[config.mk]
export PLATFORM = sky130hd
export DESIGN_NAME = cardinal_nic
export DESIGN_NICKNAME = d
export VERILOG_FILES = /design/src/rtl/cardinal_nic.sv
export SDC_FILE = /design/constraint.sdc
export NUM_CORES = 1
export LEC_CHECK = 0
export CORE_ASPECT_RATIO = 0.9
export CORE_MARGIN = 10
export CORE_UTILIZATION = 45
export DETAILED_ROUTE_END_ITERATION = 10
export GPL_ROUTABILITY_DRIVEN = 0
export PLACE_DENSITY = 0.8
export RECOVER_POWER = 25
export REMOVE_ABC_BUFFERS = 1
export SLEW_MARGIN = 40
export SYNTH_ARGS = -nofsm -noshare
export SYNTH_HDL_FRONTEND = slang
export SYNTH_SLANG_ARGS = --single-unit
[constraint.sdc]
create_clock -name clk -period 1.5 [get_ports clk]
set_input_delay 0.15 -clock clk [delete_from_list [all_inputs] [get_ports clk]]
set_output_delay 0.15 -clock clk [all_outputs]
set_load 0.005 [all_outputs]
[src/rtl/cardinal_nic.sv]
// Network interface between a processing element and one pe port pair of the ring router.
// Define NIC_POLARITY_CHECK_EN to gate injection on net_polarity matching the packet VC bit.
module cardinal_nic #(
    parameter int PACKET_SIZE = 64
) (
    input  logic                   clk,
    input  logic                   reset,
    input  logic [1:0]             addr,
    input  logic [PACKET_SIZE-1:0] d_in,
    output logic [PACKET_SIZE-1:0] d_out,
    input  logic                   nicEn,
    input  logic                   nicWrEn,
    input  logic                   net_si,
    output logic                   net_ri,
    input  logic [PACKET_SIZE-1:0] net_di,
    output logic                   net_so,
    input  logic                   net_ro,
    output logic [PACKET_SIZE-1:0] net_do,
    input  logic                   net_polarity
);

    localparam logic [1:0] ADDR_IN_BUF   = 2'b00;
    localparam logic [1:0] ADDR_IN_STAT  = 2'b01;
    localparam logic [1:0] ADDR_OUT_BUF  = 2'b10;
    localparam logic [1:0] ADDR_OUT_STAT = 2'b11;

    logic [PACKET_SIZE-1:0] in_buf_reg,  in_buf_next;
    logic [PACKET_SIZE-1:0] out_buf_reg, out_buf_next;
    logic [PACKET_SIZE-1:0] d_out_reg,   d_out_next;
    logic                   in_full_reg,  in_full_next;
    logic                   out_full_reg, out_full_next;

    logic pe_rd;
    logic pe_wr;
    logic rx_accept;
    logic polarity_ok;

    assign pe_rd     = nicEn & ~nicWrEn;
    assign pe_wr     = nicEn & nicWrEn;
    assign net_ri    = ~in_full_reg;
    assign rx_accept = net_si & ~in_full_reg;

`ifdef NIC_POLARITY_CHECK_EN
    // A packet may only enter the ring on the cycle matching its virtual channel.
    assign polarity_ok = (net_polarity == out_buf_reg[PACKET_SIZE-1]);
`else
    logic unused_polarity;
    assign unused_polarity = net_polarity;
    assign polarity_ok     = 1'b1;
`endif

    assign net_so = out_full_reg & net_ro & polarity_ok;
    assign net_do = out_buf_reg;
    assign d_out  = d_out_reg;

    always_comb begin
        in_buf_next   = in_buf_reg;
        in_full_next  = in_full_reg;
        out_buf_next  = out_buf_reg;
        out_full_next = out_full_reg;
        d_out_next    = d_out_reg;

        // Fill and PE drain of the input buffer are exclusive: a fill needs it empty.
        if (rx_accept) begin
            in_buf_next  = net_di;
            in_full_next = 1'b1;
        end else if (pe_rd && addr == ADDR_IN_BUF && in_full_reg) begin
            in_full_next = 1'b0;
        end

        if (pe_rd) begin
            case (addr)
                ADDR_IN_BUF:   d_out_next = in_buf_reg;
                ADDR_IN_STAT:  d_out_next = {{(PACKET_SIZE-1){1'b0}}, in_full_reg};
                ADDR_OUT_STAT: d_out_next = {{(PACKET_SIZE-1){1'b0}}, out_full_reg};
                default:       d_out_next = d_out_reg;
            endcase
        end

        // A write landing while the buffer is still full (even if draining now) is dropped.
        if (net_so) begin
            out_full_next = 1'b0;
        end else if (pe_wr && addr == ADDR_OUT_BUF && !out_full_reg) begin
            out_buf_next  = d_in;
            out_full_next = 1'b1;
        end
    end

    always_ff @(posedge clk) begin
        if (reset) begin
            in_buf_reg   <= '0;
            out_buf_reg  <= '0;
            d_out_reg    <= '0;
            in_full_reg  <= 1'b0;
            out_full_reg <= 1'b0;
        end else begin
            in_buf_reg   <= in_buf_next;
            out_buf_reg  <= out_buf_next;
            d_out_reg    <= d_out_next;
            in_full_reg  <= in_full_next;
            out_full_reg <= out_full_next;
        end
    end

endmodule

==> results of run 1 <==
## synthesized netlist by cell type
master,instances
buf_8,5
nand2b_1,131
nor2_1,4
a21oi_1,126
inv_1,1
o2bb2ai_1,1
buf_12,6
clkbuf_2,5
a21oi_2,1
nand2_1,192
nor4_1,1
clkbuf_1,24
buf_6,2
o211ai_1,1
nor4b_2,1
nor2b_1,3
buf_4,4
o21ai_0,63
a211oi_1,1
dfxtp_1,194
mux2i_1,64
buf_2,24
o21ba_2,1
nand4b_1,1
and2_1,1
## metal layers
metal | wire length, um | share of wire
met2 | 11600 | 0.51
met5 | 0 | 0
met1 | 9330 | 0.41
met3 | 1230 | 0.054
met4 | 422 | 0.019
## final timing paths
kind / startpoint / endpoint / slack (ns) / cells after the start
min: net_di[36] / in_buf_reg[36]$_SDFFE_PP0P_ / 0.27 / 3
max: net_do[56]$_SDFFE_PP0P_ / net_do[56] / 0.04 / 1
max reg2reg: in_full_reg$_SDFFE_PP0P_ / in_buf_reg[31]$_SDFFE_PP0P_ / 0.14 / 4
min reg2reg: in_buf_reg[24]$_SDFFE_PP0P_ / d_out[24]$_SDFFE_PP0P_ / 0.45 / 2
## power by group
part / internal (mW) / leakage, nW / switching [mW] / total (mW)
clock: 2.50 / 0.281 / 1.96 / 4.46
combinational: 0.694 / 2.09 / 0.493 / 1.19
sequential: 5.30 / 1.58 / 0.0749 / 5.37
total: 8.50 / 3.95 / 2.53 / 11.0
## final cells by class
type,count,area (um^2)
Inverter,1,3.75
Timing Repair Buffer,307,3240
Fill cell,1395,5500
Tap cell,211,264
Clock inverter,11,126
Clock buffer,19,443
Sequential cell,194,3890
Multi-Input combinational cell,592,3250
## stage by stage
step / instance area (um^2) / setup WS [ns]
floorplan: 7130 / -3.22
global placement: 10700 / -0.148
detailed placement: 10700 / -0.189
CTS: 11300 / 0.0177
global route: 11200 / 0.000231
finish: 11200 / 0.0423
## cell usage in the layout (no fill, tap or decap), types with 2 or more instances in the layout
master | synthesis | layout
dfxtp_2 | 0 | 2
nand2b_2 | 0 | 2
nor2b_1 | 3 | 3
buf_12 | 6 | 23
nand2_1 | 192 | 192
buf_4 | 4 | 18
nor2_1 | 4 | 4
mux2i_1 | 64 | 64
clkinv_2 | 0 | 3
nand2b_1 | 131 | 129
dfxtp_1 | 194 | 191
clkdlybuf4s50_1 | 0 | 247
bufinv_16 | 0 | 2
o21ai_0 | 63 | 63
inv_6 | 0 | 5
dlygate4sd2_1 | 0 | 5
a21oi_1 | 126 | 126
clkdlybuf4s25_1 | 0 | 10
clkbuf_16 | 0 | 17
clkbuf_1 | 24 | 2
## worst min-delay path, stage by stage
cell	delay (ns)
clkdlybuf4s50_1	0.39
nand2_1	0.06
a21oi_1	0.05
## cells by family after synthesis
logic type	after synthesis
mux	64
compound gates	194
simple gates	334
buf+inv	71
flops	194
## repair_timing
item                                   4_1_cts  5_1_grt
setup endpoints to repair                    5       12
endpoints found under the hold margin        0        0
gates resized for setup                      8       12
==> impl_metrics.tcl, run 1 <==
set metrics [dict create \
    h-tree-depth 4 \
    slowest_delay_ns 0.55 \
    diodes 0 \
    wl_per_cell_um 16.9 \
    end_kind "output pin" \
    synth-compound-area-share 0.130 \
    yosysUniqueCellTypes 25 \
    drc 0 \
    layout.nets 1250 \
    grt_max_degree 71 \
    yosysTopAreaCellShare 0.510 \
    path_clk_slew_ns 0.07 \
    clk_latency_ns 0.42 \
    pin_count 267 \
    grt.busiest_layer "met2" \
    synth-simple-area-share 0.212 \
    die_y_um 143 \
    grt_util_met2 0.340 \
    fin_tns_setup_ns 0 \
    start_util 0.455 \
    power_mw 11.0 \
    rows 45 \
    p_per_area_nw_per_um2 982 \
    yosys_warnings 0 \
    period_share 0.972 \
    crit_buf_inv 1 \
    gr-total-overflow 0 \
    placedCellCount 1305 \
    ys_seq_area_frac 0.510 \
    synth_top_family_by_area "simple AND/OR/NAND/NOR gates" \
    vias 6570 \
    period_needed_ns 1.46 \
    syn_area_um2 7610 \
    skew_ns 0.0132 \
    cts_inserted_buffers 17 \
    maxSlewHeadroom 0.715 \
    tightestPinTransition_ns 0.428 \
    yosysTopAreaCell "dfxtp_1" \
    synth-xor-area-share 0 \
    critPathKind "reg2out" \
    drtIter0Drc 259 \
    use_met3 0.0496 \
    dieArea_um2 22500 \
    totalWireLength_um 22600 \
    yosys.area_share.adder 0 \
    drive_above_1_share 0.0712 \
    crit_slowest_cell "clkdlybuf4s50_1" \
    grt_pass1_wl_um 34900 \
    syn_inst 857 \
    dp_hpwl_um 16500 \
    power_leakage_nw 3.95 \
    syn2layout_area_growth_pct 47.5 \
    track_usage 0.195 \
    fmax_ghz 0.686 \
    maxSlewViolCount 0 \
    numPortBuffers 265 \
    die_w_um 157 \
    cp_top_family "buffers and inverters" \
    grt_use_met1 0.231 \
    worstPathMaxFanout 2 \
    post_cts_buffers 0 \
    hold_buffers 0 \
    cts_buffer_depth 2 \
    yosys_register_bits 194 \
    antenna_left 0 \
    whs_ns 0.269 \
    worstPathRequired_ns 1.35 \
    vias_per_cell 4.92 \
    outcome "complete, no violations" \
    cts_tree "yes" \
    synth_area_leaders "dfxtp_1 51%, nand2b_1 11%, nand2_1 9.5%" \
    synth_mux_area_frac 0.0842 \
    core_um2 16700 \
    maxCapViolations 0 \
    utilization 0.671 \
    hold_class "in2reg" \
    rsz0062_at_grt "no" \
    finalHoldViolCount 0 \
    critPathArrivalTime_ns 1.31 \
    critPathLaunchType "flop" \
    worstPathCellList "clkdlybuf4s50_1" \
    grt_pass1_vias 6433 \
    detail_route.first_pass.iterations 4 \
    root_buffer "clkbuf_16" \
    instances_no_fill 1335 \
    antenna_found_initial 0 \
    cts_sinks 194 \
    setup_viol 0 \
    ir_drop_uv 870 \
    syn_avg_cell_area_um2 8.88 \
]
Power figures use the tool's default switching activity.
==> inputs of run 2 (changes only) <==
Settings changed: ABC_CLOCK_PERIOD_IN_PS from default to 1500, REMOVE_ABC_BUFFERS 1 to default.
==> impl_metrics.tcl, run 2 (synthesis gave the netlist of run 1 again) <==
set metrics [dict create \
    tightestPinTransition_ns 0.440 \
    rsz0062_at_grt "no" \
    power_mw 11.1 \
    detail_route.first_pass.iterations 4 \
    worstPathRequired_ns 1.35 \
    period_needed_ns 1.46 \
    totalWireLength_um 22100 \
    multi_input_area_um2 3270 \
    path_clk_slew_ns 0.07 \
    cts_buffer_depth 2 \
    crit_slowest_cell "clkdlybuf4s50_1" \
    layout.nets 1244 \
    crit_buf_inv 1 \
    numPortBuffers 265 \
    utilization 0.661 \
    syn2layout_area_growth_pct 45.3 \
    gr-total-overflow 0 \
    critPathKind "reg2out" \
    drc 0 \
    power_leakage_nw 3.87 \
    cts_sinks 194 \
    grt_pass1_wl_um 33800 \
    drive_above_1_share 0.0697 \
    layout_commonest_cell "clkdlybuf4s50_1" \
    core_um2 16700 \
    outcome "complete, no violations" \
    drtIter0Drc 317 \
    clk_latency_ns 0.42 \
    die_y_um 143 \
    maxSlewViolCount 0 \
    ir_drop_uv 806 \
    dieArea_um2 22500 \
    period_share 0.973 \
    slowest_delay_ns 0.53 \
    p_per_area_nw_per_um2 1010 \
    antenna_left 0 \
    setup_viol 0 \
    antenna_found_initial 0 \
    hold_class "in2reg" \
    final_cell_mix "248 x clkdlybuf4s50_1, 192 x nand2_1, 192 x dfxtp_1, 129 x nand2b_1, 126 x a21oi_1" \
    vias 6575 \
    track_usage 0.188 \
    cts_tree "yes" \
    worstPathCellList "clkdlybuf4s50_1" \
    h-tree-depth 4 \
    maxCapViolations 0 \
    nFillCells 1377 \
    vias_per_cell 4.94 \
    grt_pass1_vias 6475 \
    dp_hpwl_um 16000 \
    regArea_um2 3890 \
    die_w_um 157 \
    wl_per_cell_um 16.6 \
    pin_count 267 \
    cts_inserted_buffers 17 \
    root_buffer "clkbuf_16" \
    synth_nets 994 \
    start_util 0.455 \
    fmax_ghz 0.685 \
    skew_ns 0.0100 \
    cp_top_family "buffers and inverters" \
    worstPathMaxFanout 2 \
    finalHoldViolCount 0 \
    critPathLaunchType "flop" \
    rows 45 \
    diodes 0 \
    end_kind "output pin" \
    grt_max_degree 72 \
    critPathArrivalTime_ns 1.31 \
    maxSlewHeadroom 0.707 \
]
run 2: cell count changes in the layout (fill, tap and decap cells not counted), moves of 2 or more:
cell	change
buf_12	-13
buf_4	+4
buf_6	+2
clkinv_2	-2
clkinvlp_4	+2
dlygate4sd2_1	-2
inv_6	-3
inv_8	+3
nor2b_1	-2
run 2: where the power goes:
group | internal (mW) | total, mW | switching, mW
Combinational | 0.660 | 1.14 | 0.479
Sequential | 5.30 | 5.38 | 0.0762
Clock | 2.58 | 4.60 | 2.02
Total | 8.54 | 11.1 | 2.58
run 2: final timing paths:
check	startpoint	slack, ns	depth (start not counted)	endpoint
max	net_do[38]$_SDFFE_PP0P_	0.04	1	net_do[38]
min	net_di[16]	0.26	3	in_buf_reg[16]$_SDFFE_PP0P_
max reg2reg	out_full_reg$_SDFFE_PP0P_	0.18	4	net_do[57]$_SDFFE_PP0P_
min reg2reg	in_buf_reg[46]$_SDFFE_PP0P_	0.44	2	d_out[46]$_SDFFE_PP0P_
run 2: layout make-up:
class                   instances  share of cell area
clock inverters                12              0.0134
well taps                     211              0.0239
multi-input cells             592               0.296
repair buffers                301               0.274
clock buffers                  19              0.0410
flip-flops and latches        194               0.352
inverters                       1            0.000340
run 2: metal layers:
metal,GRT usage,vias to the layer above,wire [um]
met5,0,-,0
met4,0.0910,0,690
met3,0.0568,37,1450
met2,0.323,178,11400
met1,0.209,3063,8560
li1,-,3297,-
run 2: what timing repair did:
action | 4_1_cts | 5_1_grt
buffers inserted | 0 | 0
hold buffers | 0 | 0
endpoints found under the setup margin | 5 | 13
gates resized for setup | 6 | 13
gates cloned | 0 | 0
run 2: through the flow:
step,hold slack [ns],setup TNS [ns],setup slack (ns),cell area (um^2),instances
after global placement,0.437,-17.42,-0.163,10500,1299
after CTS,0.246,0,0.00359,11100,1330
final,0.264,0,0.0404,11100,1330
after floorplan,0.286,0,0.465,7610,857
after detailed placement,0.443,-21.13,-0.199,10500,1299
after global routing,0.251,0,0.000692,11100,1330
==> inputs of run 3 (changes only) <==
Settings changed: GPL_TIMING_DRIVEN from default to 1.
==> results of run 3 <==
Final layout, timing and power as in run 2 (identical DEF).
